[src/rtl/fdivsqrt_resq_pkg.sv]
// Shared types for the divide/sqrt result queue: result record layout and queue depth.
package fdivsqrt_resq_pkg;

   localparam int P_DIVB     = 64;
   localparam int P_NE       = 11;
   localparam int P_XLEN     = 64;
   localparam int P_TAGW     = 5;
   localparam int RESQ_DEPTH = 2;

   // One completed divider result as stored in the queue, MSB field first.
   typedef struct packed {
      logic [P_DIVB:0]   Qm;
      logic [P_NE+1:0]   Qe;
      logic              Sticky;
      logic [P_XLEN-1:0] IntRes;
      logic              IsInt;
      logic [P_TAGW-1:0] Rd;
   } fdivres_t;

endpackage

[src/rtl/fdivsqrt_resq_mem.sv]
// Queue storage: DEPTH words of W bits, one write port, one combinational read port.
module fdivsqrt_resq_mem #(
   parameter int DEPTH = 2,
   parameter int W     = 8,
   parameter int AW    = 1
) (
   input  logic          clk,
   input  logic          reset,
   input  logic          we,
   input  logic [AW-1:0] waddr,
   input  logic [W-1:0]  wdata,
   input  logic [AW-1:0] raddr,
   output logic [W-1:0]  rdata
);

   logic [W-1:0] mem_r [DEPTH];

   // Storage flops: cleared on reset so the head reads as zero, written on push.
   always_ff @(posedge clk or posedge reset) begin
      if (reset) begin
         for (int i = 0; i < DEPTH; i++) begin
            mem_r[i] <= {W{1'b0}};
         end
      end else if (we) begin
         mem_r[waddr] <= wdata;
      end
   end

   assign rdata = mem_r[raddr];

endmodule

[src/rtl/fdivsqrt_resq.sv]
// Result queue behind the divide/sqrt unit: buffers completed results, presents
// the oldest one over valid/ready, and asks the divider to stall when it may not fit.
// Field widths follow the package record; the width parameters document the port sizes.
module fdivsqrt_resq
   import fdivsqrt_resq_pkg::*;
#(
   parameter int DIVb  = P_DIVB,
   parameter int NE    = P_NE,
   parameter int XLEN  = P_XLEN,
   parameter int DEPTH = RESQ_DEPTH,
   parameter int TAGW  = P_TAGW
) (
   input  logic                     clk,
   input  logic                     reset,
   input  logic                     ResValidM,
   input  logic [DIVb:0]            QmM,
   input  logic [NE+1:0]            QeM,
   input  logic                     DivStickyM,
   input  logic [XLEN-1:0]          FIntDivResultM,
   input  logic                     IntDivM,
   input  logic [TAGW-1:0]          RdM,
   input  logic                     FlushQ,
   input  logic                     OutReady,
   output logic                     OutValid,
   output logic [DIVb:0]            OutQm,
   output logic [NE+1:0]            OutQe,
   output logic                     OutSticky,
   output logic [XLEN-1:0]          OutIntRes,
   output logic                     OutIsInt,
   output logic [TAGW-1:0]          OutRd,
   output logic                     StallReq,
   output logic [$clog2(DEPTH):0]   Count,
   output logic                     Overflow
);

   localparam int AW = $clog2(DEPTH);
   localparam int CW = $clog2(DEPTH) + 1;
   localparam int W  = $bits(fdivres_t);

   logic [AW-1:0] rd_ptr_r, wr_ptr_r, rd_ptr_nxt, wr_ptr_nxt;
   logic [CW-1:0] count_r, count_nxt;
   logic          overflow_r, overflow_nxt;
   logic          push, pop, mem_we;
   fdivres_t      wr_rec, head_rec;
   logic [W-1:0]  rd_word;

   // Pack the incoming result fields into one storage word.
   always_comb begin
      wr_rec        = '0;
      wr_rec.Qm     = QmM;
      wr_rec.Qe     = QeM;
      wr_rec.Sticky = DivStickyM;
      wr_rec.IntRes = FIntDivResultM;
      wr_rec.IsInt  = IntDivM;
      wr_rec.Rd     = RdM;
   end

   // Handshake and next-state: a full queue still takes a push when the head
   // leaves in the same cycle; flush overrides everything except the sticky error.
   always_comb begin
      pop          = (count_r != {CW{1'b0}}) & OutReady;
      push         = ResValidM & ((count_r < CW'(DEPTH)) | pop);
      rd_ptr_nxt   = rd_ptr_r;
      wr_ptr_nxt   = wr_ptr_r;
      count_nxt    = count_r;
      overflow_nxt = overflow_r;
      mem_we       = 1'b0;
      if (FlushQ) begin
         rd_ptr_nxt = {AW{1'b0}};
         wr_ptr_nxt = {AW{1'b0}};
         count_nxt  = {CW{1'b0}};
      end else begin
         mem_we = push;
         if (push) begin
            wr_ptr_nxt = wr_ptr_r + AW'(1);
         end else begin
            wr_ptr_nxt = wr_ptr_r;
         end
         if (pop) begin
            rd_ptr_nxt = rd_ptr_r + AW'(1);
         end else begin
            rd_ptr_nxt = rd_ptr_r;
         end
         case ({push, pop})
            2'b10:   count_nxt = count_r + CW'(1);
            2'b01:   count_nxt = count_r - CW'(1);
            default: count_nxt = count_r;
         endcase
         if (ResValidM & ~push) begin
            overflow_nxt = 1'b1;
         end else begin
            overflow_nxt = overflow_r;
         end
      end
   end

   // Pointer, occupancy and error state.
   always_ff @(posedge clk or posedge reset) begin
      if (reset) begin
         rd_ptr_r   <= {AW{1'b0}};
         wr_ptr_r   <= {AW{1'b0}};
         count_r    <= {CW{1'b0}};
         overflow_r <= 1'b0;
      end else begin
         rd_ptr_r   <= rd_ptr_nxt;
         wr_ptr_r   <= wr_ptr_nxt;
         count_r    <= count_nxt;
         overflow_r <= overflow_nxt;
      end
   end

   fdivsqrt_resq_mem #(
      .DEPTH (DEPTH),
      .W     (W),
      .AW    (AW)
   ) u_mem (
      .clk   (clk),
      .reset (reset),
      .we    (mem_we),
      .waddr (wr_ptr_r),
      .wdata (wr_rec),
      .raddr (rd_ptr_r),
      .rdata (rd_word)
   );

   assign head_rec  = fdivres_t'(rd_word);
   assign OutValid  = (count_r != {CW{1'b0}});
   assign OutQm     = head_rec.Qm;
   assign OutQe     = head_rec.Qe;
   assign OutSticky = head_rec.Sticky;
   assign OutIntRes = head_rec.IntRes;
   assign OutIsInt  = head_rec.IsInt;
   assign OutRd     = head_rec.Rd;
   assign StallReq  = (count_r >= CW'(DEPTH - 1)) & ~pop;
   assign Count     = count_r;
   assign Overflow  = overflow_r;

endmodule

[config.mk]
export PLATFORM = sky130hd
export DESIGN_NAME = fdivsqrt_resq
export DESIGN_NICKNAME = d
export VERILOG_FILES = /design/src/rtl/fdivsqrt_resq_pkg.sv /design/src/rtl/fdivsqrt_resq_mem.sv /design/src/rtl/fdivsqrt_resq.sv
export SDC_FILE = /design/constraint.sdc
export NUM_CORES = 1
export LEC_CHECK = 0
export CAP_MARGIN = 40
export CORE_MARGIN = 3
export CORE_UTILIZATION = 45
export CTS_CLUSTER_SIZE = 25
export DETAILED_ROUTE_END_ITERATION = 10
export GPL_ROUTABILITY_DRIVEN = 0
export MAX_ROUTING_LAYER = met4
export PLACE_DENSITY = 0.78
export SETUP_SLACK_MARGIN = 0.3
export SYNTH_ARGS = -nofsm -noshare
export SYNTH_HDL_FRONTEND = slang
export SYNTH_SLANG_ARGS = --single-unit
[constraint.sdc]
create_clock -name clk -period 8.6 [get_ports clk]
set_input_delay 0.86 -clock clk [delete_from_list [all_inputs] [get_ports clk]]
set_output_delay 0.86 -clock clk [all_outputs]
set_load 0.01 [all_outputs]
==> summary.txt, run 1 <==
Final layout
  – Sequential Area: 0.00759 mm^2
  – Layout Nets: ~1,300
  – Multi-input gate area: 0.00524 mm^2
  – Share of layout cells above drive strength 1: 36.0%
  – Post-layout util: 61.2%
  – Design Area, Final: ~0.018 mm^2
  – Fillcell total: 2,214
  – Antenna Cells: 0
  – Synthesis-to-finish area growth: 33.7%
  – Fin cells: 1,543

Worst setup path
  – Cell chain of the critical path: buf_4 -> buf_16 -> mux2_2 -> clkdlybuf4s50_1
  – CP Class: reg -> out
  – Crit path largest cell delay: between 0.5 and 0.6 ns
  – Worst path arrival time: 2.52 ns
  – Critical Path Start Type: register
  – CP Max Fanout: 51
  – Stages on the worst setup path: 4
  – Worst Path Buf+Inv: 3
  – CP Capture Type: output port
  – Cell family with most CP delay: buffers and inverters
  – Reg2reg path depth: 7
  – Slowest CP cell: clkdlybuf4s50_1
  – Worst EP required: 7.74 ns

Floorplan
  – Die ar.: ~0.031 mm^2
  – Initial Util: a little under half
  – Die W: approximately 180 um
  – Num ports: roughly 300
  – Core ar.: about 0.029 mm^2
  – Row Count: a little over 60
  – Die H: 177 um

Route
  – First DRT Iteration DRCs: 289
  – DRT antenna net count: 0
  – Vias: between 7,000 and 8,000
  – DR vias/cell: 5.07
  – DR pass1 iterations: 4
  – Routed len/inst: between 15 and 20 um
  – # DRC: 0
  – WL final: around 30,000 um

GRT
  – Initial antenna violation count: 0
  – Pin count of the biggest net entering global routing: ~160
  – All-Layer GR Usage: slightly below 20%
  – Vias in the first global route: around 8,600
  – GRT Residual Overflow: 0
  – Global-route wire length before repair: 47,200 um

STA
  – Final hold vios: 0
  – RSZ-0062 raised after global routing: no
  – Worst Slack Setup Final: between 5 and 6 ns
  – Slew headroom: around two fifths
  – FMAX: around 300 MHz
  – Max-slew violations: 0
  – Tmin final: between 3 and 4 ns
  – Skew final: about 0.011 ns
  – Measured slew at the worst slew-check pin: 0.917 ns
  – Tcrit/Tclk final: 39.3%
  – Hold slack final: roughly 0.48 ns
  – Total negative setup slack: 0 ns
  – # setup viols final: 0

Yosys
  – Cell with the most instances after synthesis: mux2_2
  – Syn. warnings: 0
  – Post-Syn Nets: about 990
  – Post-Syn Instances: 830
  – Synth top area share: 57.4%
  – Post-Syn Area: about 0.013 mm^2
  – Mean Syn Cell Area: around 16 um^2
  – Distinct cell type count after synthesis: 25
  – FFs w/ async S/R, synth: between 90% and 100%
  – Area leader, netlist: dfrtp_1
  – Synth Flop Type: dfrtp_1
  – Post-synthesis sequential area ratio: 57.4%
  – Top post-synthesis cells by area: dfrtp_1, mux2_2, mux2_1
  – EDFF count, synth: 0
  – Synth Register Bits: 303
  – Commonest cells in the netlist: mux2_2, dfrtp_1, mux2_1, buf_6, buf_2

Clock tree
  – Clk_lat worst skew: ~0.50 ns
  – Root buf cell: clkbuf_16
  – Clock-pin transition on the worst setup and hold timing paths: approximately 0.060 ns
  – CTS Buf Count: 35
  – Post_cts resized: 0
  – Max H-tree Level: 2
  – Clock buffer depth: 3
  – # hold bufs at CTS: 0
  – CTS tree: yes
  – CTS sink cnt: ~300
  – Setup Fix Bufs, Post-CTS: 0

Placement
  – Placed cells: between 1,000 and 1,500
  – Dpl hpwl: between 20,000 and 25,000 um
  – Place WS: about 5 ns
  – Placed Area: approximately 0.017 mm^2
  – # port buffers: around 310

Pwr
  – Cell area power density: 358 mW/mm^2
  – Total power: roughly 6.3 mW
  – Worst IR drop on VDD: between 0.0002 and 0.00025 V
  – Leak Pwr: 7.28 nW

Status
  – Status: finished, final reports clean

Flow run
  – MaxCap Viol Count: 0

Worst hold path
  – Hold path depth: 1
  – Worst min path class: reg -> reg
==> layout make-up <==
| class | count | area share [%] |
|---|---|---|
| sequential | 303 | 42.9 |
| multi-input combinational | 471 | 29.6 |
| timing repair buffer | 322 | 18.7 |
| clock buffer | 49 | 5.61 |
| tap | 384 | 2.72 |
| clock inverter | 9 | 0.255 |
| inverter | 5 | 0.127 |
==> state kept, by name, indices dropped and copies added, names as in the netlist <==
signal / cells
Count: 2
rd_ptr_r: 1
u_mem.mem_r: 298
Overflow: 1
wr_ptr_r: 1
==> report_power, final <==
group          leakage (nW)  switching, mW  internal, mW
Combinational          3.16          0.961          1.62
Sequential             3.60          0.308          2.09
Clock                 0.517          0.547         0.799
==> logic make-up (layout without fill, tap and decap cells) <==
kind of cell               after synthesis  count (layout)  share of synthesized area [%]
buffers and inverters                   56             385                           3.07
xor gates and xnor gates                 1               1                         0.0663
AOI/OAI and AO/OA                        9               9                          0.644
adders and majority gates                2               2                          0.189
and+or+nand+nor                         10              10                          0.407
muxes                                  449             449                           38.3
DFF                                    303             303                           57.4
==> layout by cell type, fill, tap and decap left out <==
master	Yosys	routed
a211o_4	0	1
a211oi_4	2	2
a21boi_0	1	1
a21oi_1	1	1
a31oi_1	1	1
buf_12	0	2
buf_16	0	5
buf_4	4	8
clkbuf_1	6	10
clkbuf_16	0	37
clkbuf_8	0	2
clkdlybuf4s50_1	0	307
clkinv_2	0	9
clkinvlp_4	0	1
dfrtp_1	303	302
dfrtp_4	0	1
ha_1	2	2
inv_1	5	4
mux2_1	100	100
mux2_2	348	348
mux2i_1	1	1
nand2_1	1	1
nand2b_1	3	3
nand2b_2	1	1
nand3_1	1	1
nor2_1	3	3
o21ai_0	2	2
o21bai_1	1	1
or3_1	1	1
xor2_1	1	1
==> layer usage <==
layer  track usage (%)  share of wire, %  up-vias
li1                  -                 -     3593
met1              24.6                43     3941
met2              29.6                46      246
met3              7.30               9.5       37
met4              3.99               1.5        0
met5                 -                 0        -
==> final timing paths <==
check                                      from          endpoint  slack, ns
max in group asynchronous                 reset   u_mem.mem_r[77]       6.18
worst max register to register         Count[1]   u_mem.mem_r[44]       5.43
worst min register to register  u_mem.mem_r[26]   u_mem.mem_r[26]       0.48
min in group asynchronous                 reset  u_mem.mem_r[141]       0.74
worst min-delay path            u_mem.mem_r[26]   u_mem.mem_r[26]       0.48
worst max-delay path                   rd_ptr_r         OutQm[30]       5.22
Power figures use the tool's default switching activity.
==> run 2: changes to the inputs <==
- PLACE_DENSITY: 0.78 -> 0.75
- clock period: 8.6 -> 3.25 ns (I/O delays scaled with it)
==> run 2 against run 1 <==
  * Combinational power increased to 2.7 times the previous value
  * Non-clock buffer count is 11 higher
  * Clock skew decreased by 0.0036 ns
  * Clock power grew to 2.8 times the previous value
  * Worst setup slack got worse by 4.7 ns
  * First-iteration DRC count is 2.4% higher
  * Largest cell class unchanged
==> summary.txt, run 2 (synthesis results as in run 1) <==
Floorplan
  – Die W: 177 um (unchanged)
  – Num ports: 308 (unchanged)
  – Die H: 177 um (unchanged)
  – Initial Util: 45.8% (unchanged)
  – Core ar.: 0.0289 mm^2 (unchanged)
  – Die ar.: 0.0315 mm^2 (unchanged)
  – Row Count: 62 (unchanged)

Placement
  – Placed cells: 1,495 (+0.67%)
  – Dpl hpwl: 20,100 um (about the same)
  – # port buffers: 307 (unchanged)

Clock tree
  – CTS tree: yes
  – Clk_lat worst skew: 0.49 ns (about the same)
  – Root buf cell: clkbuf_16
  – Clock buffer depth: 3 (unchanged)
  – Max H-tree Level: 2 (unchanged)
  – Clock-pin transition on the worst setup and hold timing paths: 0.06 ns (about the same)
  – CTS Buf Count: 34 (-2.9%)
  – CTS sink cnt: 303 (unchanged)

Pwr
  – Clock power frac: 22.4% (+1.1 points)
  – Sw Ratio: 28.2% (-0.53 points)
  – Int Power: 12.3 mW (+170%)
  – Cell area power density: 951 mW/mm^2 (+170%)
  – Comb power frac: 40.3% (-0.5 points)
  – Seq pwr share: 37.3% (-0.6 points)
  – Net Switching: 4.81 mW (+160%)
  – Worst IR drop on VDD: 0.000631 V (+210%)
  – Leak Pwr: 7.39 nW (+1.6%)

Route
  – WL final: 29,900 um (about the same)
  – # DRC: 0 (unchanged)
  – Routed len/inst: 19.2 um (-1.0%)
  – DR pass1 iterations: 4 (unchanged)
  – Vias: 7,869 (+0.67%)
  – First DRT Iteration DRCs: 296 (+2.4%)
  – DRT antenna net count: 0 (unchanged)
  – DR vias/cell: 5.05 (-0.30%)

GRT
  – Global-route wire length before repair: 46,700 um (-0.94%)
  – All-Layer GR Usage: 19.1% (-0.14 points)
  – Pin count of the biggest net entering global routing: 87 (-46%)
  – Vias in the first global route: 8,708 (+1.6%)
  – GRT Residual Overflow: 0 (unchanged)
  – Initial antenna violation count: 0 (unchanged)

Final layout
  – Sequential Area: 0.00759 mm^2 (unchanged)
  – Fin cells: 1,558 (+0.97%)
  – Post-layout util: 62.1% (+0.88 points)
  – Layout Nets: 1,304 (+0.77%)
  – Share of layout cells above drive strength 1: 36.5% (+0.56 points)
  – Most common cell after layout, fill and taps aside: mux2_2
  – Commonest non-fill, non-tap cells in the layout: mux2_2, clkdlybuf4s50_1, dfrtp_1
  – Antenna Cells: 0 (unchanged)
  – Synthesis-to-finish area growth: 35.6%
  – Reg with most FFs: u_mem.mem_r
  – Max reg flops: 298 (unchanged)
  – Multi-input gate area: 0.00524 mm^2 (unchanged)
  – Fillcell total: 2,201 (-0.59%)

Worst setup path
  – CP Class: reg -> out
  – Cell chain of the critical path: buf_4 -> mux2_2 -> clkdlybuf4s50_1
  – Worst path arrival time: 2.37 ns (-0.15 ns)
  – Crit path largest cell delay: 0.67 ns (+0.13 ns)
  – CP Capture Type: output port
  – Critical Path Start Type: register
  – Worst EP required: 2.92 ns (-4.82 ns)
  – CP Max Fanout: 18 (-65%)
  – Slowest CP cell: dfrtp_4

STA
  – Measured slew at the worst slew-check pin: 0.596 ns (-0.320 ns)
  – Tcrit/Tclk final: between 80% and 90%
  – # setup viols final: 0 (unchanged)
  – Tmin final: between 2 and 3 ns
  – Hold slack final: 0.260 ns (-0.219 ns)
  – Skew final: 0.00687 ns (-0.00363 ns)
  – Slew headroom: 60.2% (+21 points)
  – Max-slew violations: 0 (unchanged)
  – Final hold vios: 0 (unchanged)
  – FMAX: 371 MHz
  – RSZ-0062 raised after global routing: no

Status
  – Status: finished, final reports clean

Flow run
  – MaxCap Viol Count: 0 (unchanged)

Worst hold path
  – Worst min path class: in -> async
## run 2: changes by cell type in the layout (fill, tap and decap cells not counted)
cell | previous run | this run
clkbuf_1 | 10 | 13
buf_12 | 2 | 14
buf_4 | 8 | 11
clkbuf_8 | 2 | 6
bufinv_16 | 0 | 2
buf_16 | 5 | 1
clkinv_2 | 9 | 4
## run 2: stage by stage
stage / worst slack, ns / setup TNS [ns] / area (um^2) / power (mW)
2_1_floorplan: -1.10 / -334.52 / 13200 / 9.97
3_3_place_gp: 0.620 / 0 / 16800 / 13.1
3_5_place_dp: 0.575 / 0 / 16800 / 13.3
4_1_cts: 0.313 / 0 / 17900 / 17.3
5_1_grt: 0.447 / 0 / 17900 / 18.1
6_report: 0.556 / 0 / 17900 / 17.1
## run 2: repair_timing
| action | 4_1_cts | 5_1_grt |
|---|---|---|
| setup buffers | 0 | 1 |
| gates resized for setup | 0 | 0 |
| hold buffers | 0 | 0 |
| setup endpoints to repair | 0 | 20 |
## run 2: final cells by class
cell class	instances	area share, %
well taps	384	2.68
flip-flops and latches	303	42.3
clock inverters	6	0.447
clock buffers	56	5.90
repair buffers	333	19.3
multi-input cells	471	29.2
inverters	5	0.126
## run 2: critical path: cells and delay by family (launching register included)
family / cells / cell delay (ns)
buffers and inverters: 2 / 0.81
DFF: 1 / 0.67
muxes: 1 / 0.39
## run 2: metal layers
metal / part of all wire (%) / routed length, um / global-route usage (%)
met1: 44 / 13100 / 24.5
met2: 45 / 13500 / 29.5
met3: 9.8 / 2920 / 7.25
met4: 1.4 / 424 / 3.66
met5: 0 / 0 / -
## run 2: power groups by stage
stage	clock network, mW	registers, mW	logic (mW)
floorplan	0	6.11	3.86
global placement	0	6.34	6.78
detailed placement	0	6.43	6.88
CTS	3.94	6.38	6.94
global route	4.09	6.58	7.40
finish	3.82	6.36	6.88
## run 2: final timing paths
check	from	to	slack (ns)	cells after the start
worst max-delay path	rd_ptr_r	OutQm[31]	0.56	3
worst min-delay path	reset	u_mem.mem_r[10]	0.26	2
worst max register to register	Count[0]	u_mem.mem_r[129]	0.68	7
worst min register to register	u_mem.mem_r[92]	u_mem.mem_r[92]	0.48	1
max in group asynchronous	reset	u_mem.mem_r[251]	2.08	4
min in group clk	FIntDivResultM[4]	u_mem.mem_r[10]	0.46	2
==> run 3: changes to the inputs <==
- clock period: 3.25 -> 2.5 ns (I/O delays scaled with it)
==> run 3 against run 2 <==
  * Sequential share of layout area down 1.7 points
  * First-iteration DRC count down 15%
  * Design area up 4.2%
  * Largest cell class unchanged
  * Clock skew up 0.011 ns
  * Worst hold slack worse by 0.19 ns
  * Worst setup slack worse by 0.33 ns
==> summary.txt, run 3 (synthesis results as in run 1) <==
Final layout
  – Most common cell after layout, fill and taps aside: mux2_2
  – Synthesis-to-finish area growth: 41.3%
  – Fin cells: 1,599 (+2.6%)
  – Fillcell total: 2,128 (-3.3%)
  – Reg with most FFs: u_mem.mem_r
  – Share of layout cells above drive strength 1: 49.2% (+13 points)
  – Max reg flops: 298 (unchanged)
  – Commonest non-fill, non-tap cells in the layout: mux2_2, dfrtp_1, clkdlybuf4s50_1
  – Layout Nets: 1,348 (+3.4%)
  – Design Area, Final: 0.0187 mm^2 (+4.2%)

STA
  – Final hold vios: 0 (unchanged)
  – # setup viols final: 0 (unchanged)
  – RSZ-0062 raised after global routing: yes
  – Measured slew at the worst slew-check pin: 0.477 ns (-0.119 ns)
  – FMAX: between 400 and 500 MHz
  – Slew headroom: 68.1% (+8.0 points)
  – Tcrit/Tclk final: roughly nine tenths
  – Skew final: 0.0180 ns (+0.0112 ns)
  – Tmin final: roughly 2.3 ns
  – Max-slew violations: 0 (unchanged)

Placement
  – Dpl hpwl: 20,200 um (about the same)
  – # port buffers: 307 (unchanged)
  – Placed cells: 1,498 (+0.20%)
  – Placed Area: 0.0168 mm^2 (about the same)

Floorplan
  – Die ar.: 0.0315 mm^2 (unchanged)
  – Row Count: 62 (unchanged)
  – Core ar.: 0.0289 mm^2 (unchanged)
  – Die H: 177 um (unchanged)
  – Num ports: 308 (unchanged)
  – Die W: 177 um (unchanged)
  – Initial Util: 45.8% (unchanged)

Pwr
  – Cell area power density: 1210 mW/mm^2 (+27%)
  – Leak Pwr: 8.03 nW (+8.7%)
  – Worst IR drop on VDD: 0.000871 V (+38%)

Route
  – WL final: 33,300 um (+12%)
  – Vias: 8,146 (+3.5%)
  – DR pass1 iterations: 4 (unchanged)
  – DRT antenna net count: 0 (unchanged)
  – # DRC: 0 (unchanged)
  – First DRT Iteration DRCs: 251 (-15%)
  – DR vias/cell: 5.09 (+0.87%)
  – Routed len/inst: 20.8 um (+8.7%)

GRT
  – All-Layer GR Usage: 19.8% (+0.65 points)
  – Global-route wire length before repair: 48,000 um (+2.7%)
  – Vias in the first global route: 8,746 (+0.44%)
  – Initial antenna violation count: 1 (+1)
  – GRT Residual Overflow: 0 (unchanged)
  – Pin count of the biggest net entering global routing: 73 (-16%)

Worst setup path
  – Slowest CP cell: dfrtp_4
  – CP Capture Type: output port
  – Crit path largest cell delay: 0.50 ns (-0.17 ns)
  – Cell chain of the critical path: buf_12 -> buf_4 -> buf_12 -> clkbuf_16 -> mux2_2 -> buf_6
  – Worst path arrival time: 2.03 ns (-0.34 ns)
  – Most used cell along the critical path: buf_12
  – Worst EP required: 2.25 ns (-0.67 ns)
  – CP Class: reg -> out
  – CP Max Fanout: 6 (-12)
  – Critical Path Start Type: register

Status
  – Status: finished, final reports clean

Clock tree
  – CTS sink cnt: 303 (unchanged)
  – Root buf cell: clkbuf_16
  – CTS tree: yes
  – Clock buffer depth: 3 (unchanged)
  – Clock-pin transition on the worst setup and hold timing paths: 0.06 ns (about the same)
  – CTS Buf Count: 31 (-8.8%)
  – Clk_lat worst skew: 0.55 ns (+0.06 ns)
  – # hold bufs at CTS: 0 (unchanged)
  – Max H-tree Level: 1 (-1)

Worst hold path
  – Worst min path class: in -> async

Flow run
  – MaxCap Viol Count: 0 (unchanged)
==> run 3: changes by cell type in the layout (fill, tap and decap cells not counted), moves of 10 or more <==
cell | previous run | this run
clkdlybuf4s15_1 | 0 | 17
mux2_2 | 348 | 338
mux2_4 | 0 | 10
clkbuf_1 | 13 | 1
buf_2 | 0 | 27
buf_16 | 1 | 12
clkbuf_2 | 0 | 15
clkdlybuf4s50_1 | 307 | 157
buf_6 | 0 | 81
dlygate4sd2_1 | 0 | 17
==> run 3: what timing repair did <==
action / CTS / global route
setup buffers: 19 / 5
pin swaps: 1 / 2
gates cloned: 7 / 14
gates resized for setup: 484 / 167
hold endpoints to repair: 0 / 0
endpoints found under the setup margin: 364 / 242
==> run 3: routing by layer <==
metal	GRT usage [%]	vias up	share of wire [%]
met2	31.4	240	48
li1	-	3711	-
met5	-	-	0
met1	25.4	4151	42
met4	3.34	0	1.5
met3	6.48	44	8.4
==> run 3: worst paths after layout <==
kind | slack (ns) | from | end | depth (start not counted)
max | 0.22 | rd_ptr_r | OutQm[3] | 6
max in group asynchronous | 1.63 | reset | u_mem.mem_r[171] | 3
min reg2reg | 0.48 | u_mem.mem_r[16] | u_mem.mem_r[16] | 1
max reg2reg | 0.36 | Count[0] | u_mem.mem_r[289] | 6
min in group clk | 0.32 | FIntDivResultM[10] | u_mem.mem_r[16] | 2
min | 0.07 | reset | u_mem.mem_r[18] | 2
==> run 3: final cells by class <==
| cell class | instances | area, um^2 | share of cell area, % |
|---|---|---|---|
| clock inverters | 12 | 160 | 0.858 |
| clock buffers | 42 | 917 | 4.91 |
| multi-input cells | 471 | 5280 | 28.3 |
| inverters | 5 | 22.5 | 0.121 |
| flip-flops and latches | 303 | 7590 | 40.6 |
| diodes | 2 | 5.00 | 0.0268 |
| repair buffers | 380 | 4220 | 22.6 |
| well taps | 384 | 480 | 2.57 |
==> run 3: critical path, delay by kind of cell, from the launching register on <==
| family | cells | cell delay, ns |
|---|---|---|
| buf+inv | 5 | 0.69 |
| flops | 1 | 0.50 |
| mux | 1 | 0.28 |
==> run 3: report_power, final <==
| part | internal (mW) | switching (mW) | leakage [nW] |
|---|---|---|---|
| registers | 7.18 | 1.05 | 3.60 |
| logic | 5.86 | 3.71 | 3.89 |
| clock network | 2.95 | 1.87 | 0.543 |
==> run 3: metrics by stage <==
step	setup TNS [ns]	utilization [%]	total power, mW	setup slack, ns	hold slack, ns
2_1_floorplan	-539.04	-	13.0	-1.78	0.313
3_3_place_gp	0	58.1	17.1	0.195	0.461
3_5_place_dp	0	58.1	17.3	0.148	0.468
4_1_cts	0	62.0	21.6	0.143	0.0694
5_1_grt	0	64.7	23.9	0.166	0.107
6_report	0	64.7	22.6	0.222	0.0730
